### src/rtl/repacketizer_pkg.sv
// Shared types and constants for the framed repacketizer.
package repacketizer_pkg;

  typedef enum logic [1:0] {
    IDLE    = 2'd0,
    HEADER  = 2'd1,
    PAYLOAD = 2'd2,
    PAD     = 2'd3
  } state_t;

  localparam int DEFAULT_FRAME_WORDS = 16;
  localparam int DEFAULT_PAD_VALUE   = 0;

  // One width covers both the frame position (0..FRAME_WORDS-1) and the idle count (0..FLUSH_TIMEOUT).
  function automatic int cnt_width(input int frame_words, input int flush_timeout);
    int span;
    span = (frame_words > flush_timeout + 1) ? frame_words : flush_timeout + 1;
    return (span <= 2) ? 1 : $clog2(span);
  endfunction

endpackage

### src/rtl/repacketizer_framed_output_skid_reg.sv
// One-entry output register with ready/valid and frame start/end sideband.
module output_skid_reg #(
  parameter int W = 8
) (
  input  logic         clk,
  input  logic         rst,
  input  logic         load,
  input  logic [W-1:0] load_data,
  input  logic         load_first,
  input  logic         load_last,
  input  logic         ready,
  output logic [W-1:0] data,
  output logic         valid,
  output logic         first,
  output logic         last,
  output logic         free
);

  assign free = !valid || ready;

  // Register refills only when empty or when the current word is taken.
  always_ff @(posedge clk or posedge rst) begin
    if (rst) begin
      data  <= '0;
      valid <= 1'b0;
      first <= 1'b0;
      last  <= 1'b0;
    end else if (free) begin
      if (load) begin
        data  <= load_data;
        valid <= 1'b1;
        first <= load_first;
        last  <= load_last;
      end else begin
        valid <= 1'b0;
        first <= 1'b0;
        last  <= 1'b0;
      end
    end
  end

endmodule

### src/rtl/repacketizer_framed.sv
// Packs a size+data packet stream into fixed-length frames with idle-timeout padding.
// Optional macro REPACKETIZER_SEQ_HEADER_EN puts an 8-bit frame sequence number in word 0 of each frame.
module repacketizer_framed
  import repacketizer_pkg::*;
#(
  parameter int                    DATA_WIDTH    = 8,
  parameter int                    SIZE_WIDTH    = 8,
  parameter int                    FRAME_WORDS   = DEFAULT_FRAME_WORDS,
  parameter int                    FLUSH_TIMEOUT = 32,
  parameter logic [DATA_WIDTH-1:0] PAD_VALUE     = DATA_WIDTH'(DEFAULT_PAD_VALUE)
) (
  input  logic                  CLK,
  input  logic                  RESET,
  input  logic [SIZE_WIDTH-1:0] sizeData,
  input  logic                  sizeValid,
  output logic                  sizeReady,
  input  logic [DATA_WIDTH-1:0] dataData,
  input  logic                  dataValid,
  output logic                  dataReady,
  output logic [DATA_WIDTH-1:0] packetout,
  output logic                  packetoutValid,
  input  logic                  packetoutReady,
  output logic                  packetoutStart,
  output logic                  packetoutEnd
);

  localparam int            CW        = cnt_width(FRAME_WORDS, FLUSH_TIMEOUT);
  localparam logic [CW-1:0] LAST_WORD = CW'(FRAME_WORDS - 1);
  localparam logic [CW-1:0] TIMEOUT   = CW'(FLUSH_TIMEOUT);

  state_t                  state;
  state_t                  next_state;
  logic [CW-1:0]           word_cnt;
  logic [CW-1:0]           idle_cnt;
  logic [SIZE_WIDTH-1:0]   rem_cnt;
  logic                    load;
  logic [DATA_WIDTH-1:0]   load_data;
  logic                    size_take;
  logic                    data_take;
  logic                    size_hs;
  logic                    data_hs;
  logic                    free;
  logic                    seq_slot;
  logic [DATA_WIDTH-1:0]   seq_word;

  assign size_hs   = sizeValid & size_take;
  assign data_hs   = dataValid & data_take;
  assign sizeReady = size_take & ~RESET;
  assign dataReady = data_take & ~RESET;

`ifdef REPACKETIZER_SEQ_HEADER_EN
  logic [7:0] seq_num;

  assign seq_slot = (word_cnt == '0);
  assign seq_word = DATA_WIDTH'(seq_num);

  // Frame sequence number advances as each frame's last word is loaded.
  always_ff @(posedge CLK or posedge RESET) begin
    if (RESET) begin
      seq_num <= 8'd0;
    end else if (load && (word_cnt == LAST_WORD)) begin
      seq_num <= seq_num + 8'd1;
    end
  end
`else
  assign seq_slot = 1'b0;
  assign seq_word = '0;
`endif

  // Next-state and output-word selection; every word waits for a free output slot.
  always_comb begin
    next_state = state;
    load       = 1'b0;
    load_data  = '0;
    size_take  = 1'b0;
    data_take  = 1'b0;
    case (state)
      IDLE: begin
        if (idle_cnt == TIMEOUT) begin
          next_state = PAD;
        end else begin
          size_take = free;
          if (sizeValid && free && (sizeData != '0)) begin
            next_state = HEADER;
          end else begin
            next_state = IDLE;
          end
        end
      end
      HEADER: begin
        if (free) begin
          load = 1'b1;
          if (seq_slot) begin
            load_data  = seq_word;
            next_state = HEADER;
          end else begin
            load_data  = DATA_WIDTH'(rem_cnt);
            next_state = PAYLOAD;
          end
        end else begin
          next_state = HEADER;
        end
      end
      PAYLOAD: begin
        if (seq_slot) begin
          load       = free;
          load_data  = seq_word;
          next_state = PAYLOAD;
        end else begin
          data_take = free;
          if (dataValid && free) begin
            load      = 1'b1;
            load_data = dataData;
            if (rem_cnt == SIZE_WIDTH'(1)) begin
              next_state = IDLE;
            end else begin
              next_state = PAYLOAD;
            end
          end else begin
            next_state = PAYLOAD;
          end
        end
      end
      PAD: begin
        if (free) begin
          load      = 1'b1;
          load_data = PAD_VALUE;
          if (word_cnt == LAST_WORD) begin
            next_state = IDLE;
          end else begin
            next_state = PAD;
          end
        end else begin
          next_state = PAD;
        end
      end
      default: begin
        next_state = IDLE;
      end
    endcase
  end

  // State and counters; the idle counter only runs inside a partially filled frame.
  always_ff @(posedge CLK or posedge RESET) begin
    if (RESET) begin
      state    <= IDLE;
      word_cnt <= '0;
      idle_cnt <= '0;
      rem_cnt  <= '0;
    end else begin
      state <= next_state;
      if (load) begin
        word_cnt <= (word_cnt == LAST_WORD) ? '0 : word_cnt + CW'(1);
      end
      if (size_hs && (sizeData != '0)) begin
        rem_cnt <= sizeData;
      end else if (data_hs) begin
        rem_cnt <= rem_cnt - SIZE_WIDTH'(1);
      end
      if ((state != IDLE) || (next_state != IDLE) || size_hs) begin
        idle_cnt <= '0;
      end else if (word_cnt != '0) begin
        idle_cnt <= idle_cnt + CW'(1);
      end
    end
  end

  output_skid_reg #(
    .W(DATA_WIDTH)
  ) u_out (
    .clk        (CLK),
    .rst        (RESET),
    .load       (load),
    .load_data  (load_data),
    .load_first (word_cnt == '0),
    .load_last  (word_cnt == LAST_WORD),
    .ready      (packetoutReady),
    .data       (packetout),
    .valid      (packetoutValid),
    .first      (packetoutStart),
    .last       (packetoutEnd),
    .free       (free)
  );

endmodule

### config.mk
export PLATFORM = sky130hd
export DESIGN_NAME = repacketizer_framed
export DESIGN_NICKNAME = d
export VERILOG_FILES = /design/src/rtl/repacketizer_pkg.sv /design/src/rtl/repacketizer_framed_output_skid_reg.sv /design/src/rtl/repacketizer_framed.sv
export SDC_FILE = /design/constraint.sdc
export NUM_CORES = 1
export LEC_CHECK = 0
export CORE_ASPECT_RATIO = 1.75
export CORE_MARGIN = 2
export CORE_UTILIZATION = 35
export CTS_BUF_LIST = sky130_fd_sc_hd__clkbuf_16
export CTS_CLUSTER_SIZE = 30
export DETAILED_ROUTE_END_ITERATION = 8
export RECOVER_POWER = 100
export SLEW_MARGIN = 20
export SYNTH_ARGS = -nofsm -noshare
export SYNTH_HDL_FRONTEND = slang
export SYNTH_SLANG_ARGS = --single-unit
export TNS_END_PERCENT = 50
### constraint.sdc
create_clock -name CLK -period 1.9 [get_ports CLK]
set_input_delay 0.38 -clock CLK [delete_from_list [all_inputs] [get_ports CLK]]
set_output_delay 0.38 -clock CLK [all_outputs]
set_load 0.02 [all_outputs]
== Word level (Yosys, flattened, before mapping) ==
Index checks and enable logic that the tools add are counted.

* Register bits after elaboration: 33
* Output and inout bits: 13
* Word-level logic and storage cells: 64

* Add/subtract/negate cells: 3
* Eq/ne operators: 6
* Mux-type cells: 24
* Bitwise logic cells: 5
* Reductions and logical operators: 18

{| class="wikitable"
|+ Operator list
! kind !! count
|-
| 8-bit 2-to-1 mux || 3
|-
| 6-bit 2-to-1 mux || 3
|-
| 8-bit one-hot mux with 2 select lines || 1
|-
| 6-bit by 1-bit adder with 6-bit output (second input constant) || 2
|-
| 2-bit 2-to-1 mux || 6
|-
| 1-bit 2-to-1 mux || 9
|-
| 8-bit by 1-bit equality test with 1-bit output (second input constant) || 1
|-
| 2-bit one-hot mux with 4 select lines || 1
|-
| 2-bit nonzero test || 4
|-
| 8-bit nonzero test || 1
|-
| 8-bit by 1-bit subtractor with 8-bit output (second input constant) || 1
|-
| 6-bit by 4-bit equality test with 1-bit output (second input constant) || 1
|-
| 6-bit equality test (second input constant) || 1
|-
| 6-bit logical NOT || 1
|-
| 6-bit nonzero test || 1
|-
| 1-bit bitwise AND || 4
|-
| 2-bit equality test (second input constant) || 2
|-
| 1-bit logical AND || 4
|-
| 1-bit logical OR || 3
|-
| 2-bit by 1-bit equality test with 1-bit output (second input constant) || 1
|-
| 2-bit logical NOT || 1
|-
| 1-bit one-hot mux with 2 select lines || 1
|-
| 2-bit AND reduction || 1
|-
| 2-bit OR reduction || 1
|-
| other kinds (2) || 2
|}

== Longest topological paths before layout ==
Gate-level depths: netlist of the first run.

* Word-level depth: 11
* Mapped depth: 8
* Gate-level depth less buffers: 7

== By module ==
A second synthesis of the first run with hierarchy kept.

* Cells, all modules: 187
* Area total of the unflattened synthesis: 2067.0 um2

{| class="wikitable"
|+ By module, submodules not included
! module !! times used !! cells each !! area an instance (um2)
|-
| repacketizer_framed || 1 || 157 || 1596.5
|-
| output_skid_reg || 1 || 30 || 470.5
|}

== Worst setup path before layout of the first run ==
No wires, ideal clock.

* Kind: input port to output port
* Start: input RESET
* End: output dataReady
* Data arrival time: 1.480 ns
* Data required time: 1.520 ns
* Slack: 0.040 ns
* Cell stages on the path: 2
* Buffers on the path: 0
* Cell sequence: inv_1 > and3_1

* Cells in the longest elaborated chain, start to end: 2

{| class="wikitable"
|+ RTL lines
! item !! line !! text
|-
| from (decl) || repacketizer_framed.sv:13 || <nowiki>input logic RESET,</nowiki>
|-
| 1-bit inverter || repacketizer_framed.sv:49 || <nowiki>assign dataReady = data_take & ~RESET;</nowiki>
|-
| 1-bit bitwise AND || repacketizer_framed.sv:49 ||
|-
| to (decl) || repacketizer_framed.sv:19 || <nowiki>output logic dataReady,</nowiki>
|}

Every way passes these cells.

== Worst setup path in the final report of the first run ==
* Start: input sizeData[4]
* End: register idle_cnt[3]

* Cells in the longest elaborated chain, start to end: 9
* Elaborated cells on any way between the ends: 10

{| class="wikitable"
|+ RTL lines
! item !! line !! text
|-
| from (decl) || repacketizer_framed.sv:14 || <nowiki>input logic [SIZE_WIDTH-1:0] sizeData,</nowiki>
|-
| 8-bit nonzero test * || repacketizer_framed.sv:83 || <nowiki>if (sizeValid && free && (sizeData != '0)) begin</nowiki>
|-
| 1-bit logical AND * || repacketizer_framed.sv:83 ||
|-
| 1-bit 2-to-1 mux * || repacketizer_framed.sv:83 ||
|-
| 2-bit 2-to-1 mux * || repacketizer_framed.sv:79 || <nowiki>if (idle_cnt == TIMEOUT) begin</nowiki>
|-
| 2-bit one-hot mux with 4 select lines * || repacketizer_framed.sv:77 || <nowiki>case (state)</nowiki>
|-
| net next_state[0] || repacketizer_framed.sv:32 || <nowiki>state_t next_state;</nowiki>
|-
| 2-bit nonzero test * || repacketizer_framed.sv:160 || <nowiki>if ((state != IDLE) || (next_state != IDLE) || size_hs) begin</nowiki>
|-
| 1-bit logical OR * (2 in a row) || repacketizer_framed.sv:160 ||
|-
| 6-bit 2-to-1 mux or 2-bit nonzero test (tied branches) || -- ||
|-
| to (signal assigned) || repacketizer_framed.sv:163 || <nowiki>idle_cnt <= idle_cnt + CW'(1);</nowiki>
|-
| to (decl) || repacketizer_framed.sv:34 || <nowiki>logic [CW-1:0] idle_cnt;</nowiki>
|}

The timed path passes the listed nets; every way through them passes the cells marked *.
A chain may end at the register's enable or synchronous reset.

==> metrics.csv, run 1 <==
stage,metric,value,unit
clock_tree,path_clk_slew,0.05,ns
critical_path,start_kind,primary input,
routing,initialDrtViolationCount,41,
placement,dpl_cell_area,2571,um^2
grt,grt_pass1_vias,1717,
floorplanning,core,5255,um^2
placement,dp_cells,311,
clock_tree,clock-sinks,33,
routing,drt-total-wl,4781,um
critical_path,rrSetupSlack,0.13,ns
timing,setup_viol,0,
yosys,ys_seq_area_share,43.31,%
yosys,ys.flop_type,dfrtp_1,
worst_hold_path,hp-class,reg -> reg,
placement,post-place-ws,-0.2991,ns
critical_path,cp.arrival,1.97,ns
routing,drt_first_pass_iters,4,
yosys,synthesis.area,1907,um^2
routing,drc_errors,0,
timing,hold_viol,0,
timing,fin_ws,0.09702,ns
finish,regArea,825.8,um^2
yosys,synth-edff-count,0,
yosys,yosysWarnings,0,
placement,portBuffers,33,
critical_path,r2r-start,word_cnt[0],
routing,avgViaCountPerCell,5.305,
timing,clock_skew,0.003478,ns
timing,worstMarginPinSlew,0.8465,ns
yosys,synth_area_leader_cell,dfrtp_1,
floorplanning,die_area,6078,um^2
yosys,post_synth.cell_area_avg,9.931,um^2
finish,multiInputGateArea,1084,um^2
yosys,syn_nets,224,
yosys,synth_area_leaders,"dfrtp_1, ha_1, xnor2_1, o21ai_0, a22o_1",
floorplanning,die_h,101.6,um
pwr,leakagePower,1.233,nW
critical_path,cp_slowest_cell,clkdlybuf4s50_1,
grt,track_usage,17.63,%
timing,finalSetupTns,0,ns
critical_path,r2r-end,idle_cnt[4],
status,outcome,finished clean,
routing,vias,1687,
run,maxCapViolations,0,
routing,ant_nets,0,
timing,drv_slew,0,
finish,area_growth,45.47,%
yosys,async_reset_ff_share,100.0,%
pwr,power.density,1506,nW/um^2
pwr,power.total,4.178,mW
critical_path,path_delay_family,simple AND/OR/NAND/NOR gates,
routing,routedWlPerCell,15.03,um
critical_path,worst_ep_required_time,2.07,ns
clock_tree,cts_buffer_depth,2,
critical_path,max_stage_delay,0.43,ns
grt,grt_first_pass_wirelength,8066,um
critical_path,crit_start,sizeData[4],
yosys,synth_top_area_share,43.31,%
floorplanning,start_util,36.29,%
timing,relSlewSlack,43.57,%
pwr,irDropWorstVdd,0.8104,mV
yosys,synthDistinctLibCells,41,
yosys,yosysMostFrequentCell,dfrtp_1,
yosys,ys_ff_latch,33,
clock_tree,holdBufCountCts,0,
finish,antenna_cells,0,
finish,nFillCells,495,
clock_tree,numCtsBuffers,5,
clock_tree,cts_htree_levels,2,
finish,layout.nets,296,
critical_path,timing.critical_path.mode_cell,nor4_2,
critical_path,rr_worst_depth,7,
timing,holdWs,0.4724,ns
clock_tree,cts-root-buf,clkbuf_16,
floorplanning,io-pin-count,34,
floorplanning,num_rows,35,
placement,gp_congestion,0.8661,
yosys,yosys-top-cells-count,"dfrtp_1, nand2_1, o21ai_0, nor2_1, ha_1",
critical_path,end_kind,flip-flop,
critical_path,crit_chain,clkdlybuf4s50_1 > nor4_2 > nand2_1 > a311oi_2 > a21oi_4 > nor4_2,
timing,finalCritPeriodShare,94.89,%
finish,fin_util,52.79,%
timing,fin_crit,1.803,ns
clock_tree,worst_skew_pair.late_latency,0.27,ns
critical_path,path_depth,6,
clock_tree,cts_tree,built,
finish,stdcell_count,318,
critical_path,cp_max_fo,7,
floorplanning,die_width,59.80,um
critical_path,cp_num_buf_inv,1,
finish,design_area,2774,um^2
grt,grt_max_degree,34,
timing,fmax,0.5546,GHz
grt,antenna_found_initial,0,
critical_path,crit_type,in -> reg,
timing,rsz0062_at_grt,true,
finish,final_layout_size_suffix_gt1_share,25.48,%
placement,detailed_place_hpwl,3635,um
critical_path,crit_path_end,idle_cnt[3],
grt,grt_overflow,0,
yosys,syn_inst,192,
[state kept, by name, indices dropped and copies added, names as in the netlist]
register and count:
word_cnt 6, u_out.first 1, u_out.last 1, u_out.valid 1
idle_cnt 6, u_out.data 8, state 2, rem_cnt 8
[routing by layer]
layer	vias to the layer above	global-route usage, %	wire (um)
li1	832	-	-
met5	-	0	0
met3	6	2.682	133
met2	34	32.27	2757
met4	0	7.009	87
met1	815	19.53	1802
[how the worst min path moves through the flow]
stage,end,depth (start not counted),slack (ns),startpoint
after detailed placement,u_out.last,2,0.47,u_out.last
after floorplan,word_cnt[5],1,0.49,word_cnt[5]
final,u_out.last,2,0.47,u_out.last
after CTS,u_out.last,2,0.48,u_out.last
after global routing,u_out.last,2,0.53,u_out.last
after global placement,u_out.last,2,0.47,u_out.last
[final cells by class]
class	count	area share (%)
Sequential cell	33	29.77
Clock inverter	1	0.1804
Clock buffer	5	4.511
Multi-Input combinational cell	142	39.06
Inverter	10	1.353
Tap cell	55	2.481
Timing Repair Buffer	72	22.64
[what timing repair did]
item	CTS	global route
pin swaps	1	7
resized for setup	10	16
hold endpoints to repair	0	0
endpoints found under the setup margin	3	23
buffers inserted	1	0
[cell usage in the layout (no fill, tap or decap), drive strengths merged, types with 6 or more instances in the layout]
master	netlist	layout
nand2	18	18
inv	10	10
nor2	14	14
o21ai	20	20
clkbuf	1	8
clkdlybuf4s50	0	17
xnor2	10	10
buf	6	38
nand3	6	6
ha	11	11
nor4	12	12
dlygate4sd3	0	12
a22oi	8	8
dfrtp	33	33
a22o	9	9
[cells by family (layout without fill, tap and decap cells)]
| kind of cell | Yosys count | count (layout) | synth area share [%] |
|---|---|---|---|
| buffers and inverters | 17 | 88 | 3.674 |
| multiplexers | 1 | 1 | 0.5250 |
| AND/OR/NAND/NOR | 69 | 69 | 21.52 |
| adder cells (fa/ha/maj) | 11 | 11 | 7.218 |
| AO/OA/AOI/OAI | 47 | 47 | 17.32 |
| flip-flops | 33 | 33 | 43.31 |
| XOR/XNOR | 14 | 14 | 6.430 |
[worst reg2reg max path: stages, from the launching register on]
cell	delay (ns)
dfrtp_1	0.41
inv_1	0.07
ha_1	0.14
or4b_4	0.51
nor2_8	0.16
nor3b_1	0.09
xnor2_1	0.14
nor4_2	0.16
[power breakdown]
group          total (mW)  internal [mW]  switching [mW]
combinational        2.28           1.06            1.21
sequential           1.17          0.944           0.228
clock               0.730          0.467           0.263
No activity file was read; power rests on OpenSTA's default activity.
==> run 2, diff against run 1 <==
--- a/config.mk
+++ b/config.mk
@@ -11,7 +11,9 @@
 export CTS_BUF_LIST = sky130_fd_sc_hd__clkbuf_16
 export CTS_CLUSTER_SIZE = 30
 export DETAILED_ROUTE_END_ITERATION = 8
+export DONT_BUFFER_PORTS = 1
 export RECOVER_POWER = 100
+export SKIP_LAST_GASP = 1
 export SLEW_MARGIN = 20
 export SYNTH_ARGS = -nofsm -noshare
 export SYNTH_HDL_FRONTEND = slang
==> run 2 against run 1 <==
Global-route usage decreased by 0.87 points. Worst setup slack got worse by 0.052 ns. Via count fell by 11%. Sequential cell count stayed put. Sequential share of layout area grew 6.5 points. Register-to-register slack got worse by 0.06 ns. Critical path depth did not move.
==> metrics.csv, run 2 (synthesis results as in run 1) <==
stage,metric,value,unit,change
critical_path,end_kind,primary output,,was flip-flop
critical_path,max_stage_delay,0.39,ns,was 0.43 ns
timing,fin_crit,1.855,ns,was 1.803 ns
timing,finalSetupTns,0,ns,unchanged
placement,portBuffers,0,,was 33
routing,routedWlPerCell,17.72,um,was 15.03 um
grt,grt_max_degree,34,,unchanged
finish,area_growth,19.36,%,was 45.47%
worst_hold_path,holdPathStages,2,,unchanged
finish,most-common-layout-cells,"dfrtp_1, nand2_1, o21ai_0",,"was buf_4, dfrtp_1, nand2_1"
run,maxCapViolations,0,,unchanged
timing,relSlewSlack,44.99,%,was 43.57%
floorplanning,die_area,6078,um^2,unchanged
finish,layout.nets,241,,was 296
placement,detailed_place_hpwl,3465,um,was 3635 um
critical_path,rrSetupSlack,0.07,ns,was 0.13 ns
routing,drt_first_pass_iters,4,,unchanged
floorplanning,io-pin-count,34,,unchanged
critical_path,cp_max_fo,3,,was 7
routing,avgViaCountPerCell,5.660,,was 5.305
placement,dpl_cell_area,2041,um^2,was 2571 um^2
timing,rsz0062_at_grt,true,,unchanged
grt,track_usage,16.76,%,was 17.63%
clock_tree,cts_htree_levels,2,,unchanged
clock_tree,numCtsBuffers,5,,unchanged
critical_path,path_depth,6,,unchanged
clock_tree,cts_tree,built,,unchanged
critical_path,rr_worst_depth,7,,unchanged
worst_hold_path,hp-class,in -> reg,,was reg -> reg
timing,setup_viol,0,,unchanged
pwr,irDropWorstVdd,0.8782,mV,was 0.8104 mV
critical_path,cp_num_buf_inv,2,,was 1
grt,grt_overflow,0,,unchanged
clock_tree,cts_buffer_depth,2,,unchanged
floorplanning,start_util,36.29,%,unchanged
floorplanning,die_h,101.6,um,unchanged
timing,fmax,0.5390,GHz,was 0.5546 GHz
critical_path,path_delay_family,flip-flops,,was simple AND/OR/NAND/NOR gates
routing,ant_nets,0,,unchanged
routing,drc_errors,0,,unchanged
critical_path,crit_type,reg -> out,,was in -> reg
timing,finalCritPeriodShare,97.65,%,was 94.89%
clock_tree,clock-sinks,33,,unchanged
finish,design_area,2276,um^2,was 2774 um^2
grt,grt_pass1_vias,1570,,was 1717
floorplanning,num_rows,35,,unchanged
routing,vias,1500,,was 1687
clock_tree,path_clk_slew,0.05,ns,about the same
status,outcome,finished clean,,unchanged
pwr,power.density,1782,nW/um^2,was 1506 nW/um^2
critical_path,cp.arrival,1.48,ns,was 1.97 ns
critical_path,cp_slowest_cell,dfrtp_1,,was clkdlybuf4s50_1
clock_tree,holdBufCountCts,0,,unchanged
grt,grt_first_pass_wirelength,7534,um,was 8066 um
critical_path,crit_chain,inv_1 > ha_1 > nand4bb_1 > o21ai_2 > nor3_2 > buf_4,,was clkdlybuf4s50_1 > nor4_2 > nand2_1 > a311oi_2 > a21oi_4 > nor4_2
routing,drt-total-wl,4695,um,was 4781 um
timing,worstMarginPinSlew,0.8251,ns,was 0.8465 ns
pwr,leakagePower,0.9591,nW,was 1.233 nW
grt,antenna_found_initial,0,,unchanged
finish,final_layout_size_suffix_gt1_share,20.00,%,was 25.48%
finish,nFillCells,516,,was 495
timing,hold_viol,0,,unchanged
clock_tree,worst_skew_pair.late_latency,0.28,ns,was 0.27 ns
finish,reg.largest.list,"rem_cnt (8), u_out.data (8)",,unchanged
clock_tree,cts-root-buf,clkbuf_16,,unchanged
placement,gp_congestion,0.7871,,was 0.8661
floorplanning,core,5255,um^2,unchanged
critical_path,worst_ep_required_time,1.52,ns,was 2.07 ns
finish,layout_commonest_cell,dfrtp_1,,was buf_4
critical_path,start_kind,flip-flop,,was primary input
floorplanning,die_width,59.80,um,unchanged
routing,initialDrtViolationCount,38,,was 41
timing,clock_skew,0.003512,ns,was 0.003478 ns
timing,drv_slew,0,,unchanged
finish,fin_util,43.31,%,was 52.79%
finish,antenna_cells,0,,unchanged
[run 2: changes by cell type in the layout (fill, tap and decap cells not counted), moves of 3 or more]
cell / before / now
nor4_1: 4 / 7
buf_4: 35 / 13
clkdlybuf4s50_1: 17 / 0
dlygate4sd3_1: 12 / 0
[run 2: area by class of cell]
cell class                 instances  area, um^2  share of cell area, %
clock inverter                     3       65.06                  2.859
multi-input combinational        142        1037                  45.57
inverter                          10       37.54                  1.649
tap                               55       68.82                  3.024
clock buffer                       5       125.1                  5.498
sequential                        33       825.8                  36.28
timing repair buffer              17       116.4                  5.113
[run 2: worst paths after layout]
check	startpoint	end
min in group asynchronous	RESET	state[1]
worst min register to register	word_cnt[5]	word_cnt[5]
worst min-delay path	sizeData[0]	rem_cnt[0]
max in group asynchronous	RESET	u_out.last
worst max-delay path	idle_cnt[0]	sizeReady
worst max register to register	idle_cnt[0]	idle_cnt[5]
[run 2: where the power goes]
part,switching (mW),internal [mW],total [mW]
clock,0.300,0.748,1.05
sequential,0.350,0.943,1.29
combinational,1.01,0.710,1.72
[run 2: timing repair]
| item | in CTS | in global routing |
|---|---|---|
| resized for setup | 2 | 6 |
| pin swaps | 0 | 2 |
| setup buffers | 0 | 4 |
| endpoints found under the setup margin | 1 | 16 |
[run 2: layer usage]
metal	global-route usage [%]	part of all wire (%)
met1	17.93	38
met2	30.10	56
met3	3.959	5.0
met4	7.350	1.5
met5	0	0
[run 2: per-stage QoR]
stage / std cells / power (mW) / worst slack, ns / hold WS [ns]
after floorplan: 192 / 2.416 / 0.04041 / 0.4857
after global placement: 253 / 2.920 / 0.05049 / 0.4168
after detailed placement: 253 / 2.931 / 0.03557 / 0.4172
after CTS: 261 / 4.008 / 0.02113 / 0.1246
after global routing: 265 / 4.322 / -0.06061 / 0.2314
final: 265 / 4.057 / 0.04473 / 0.2224
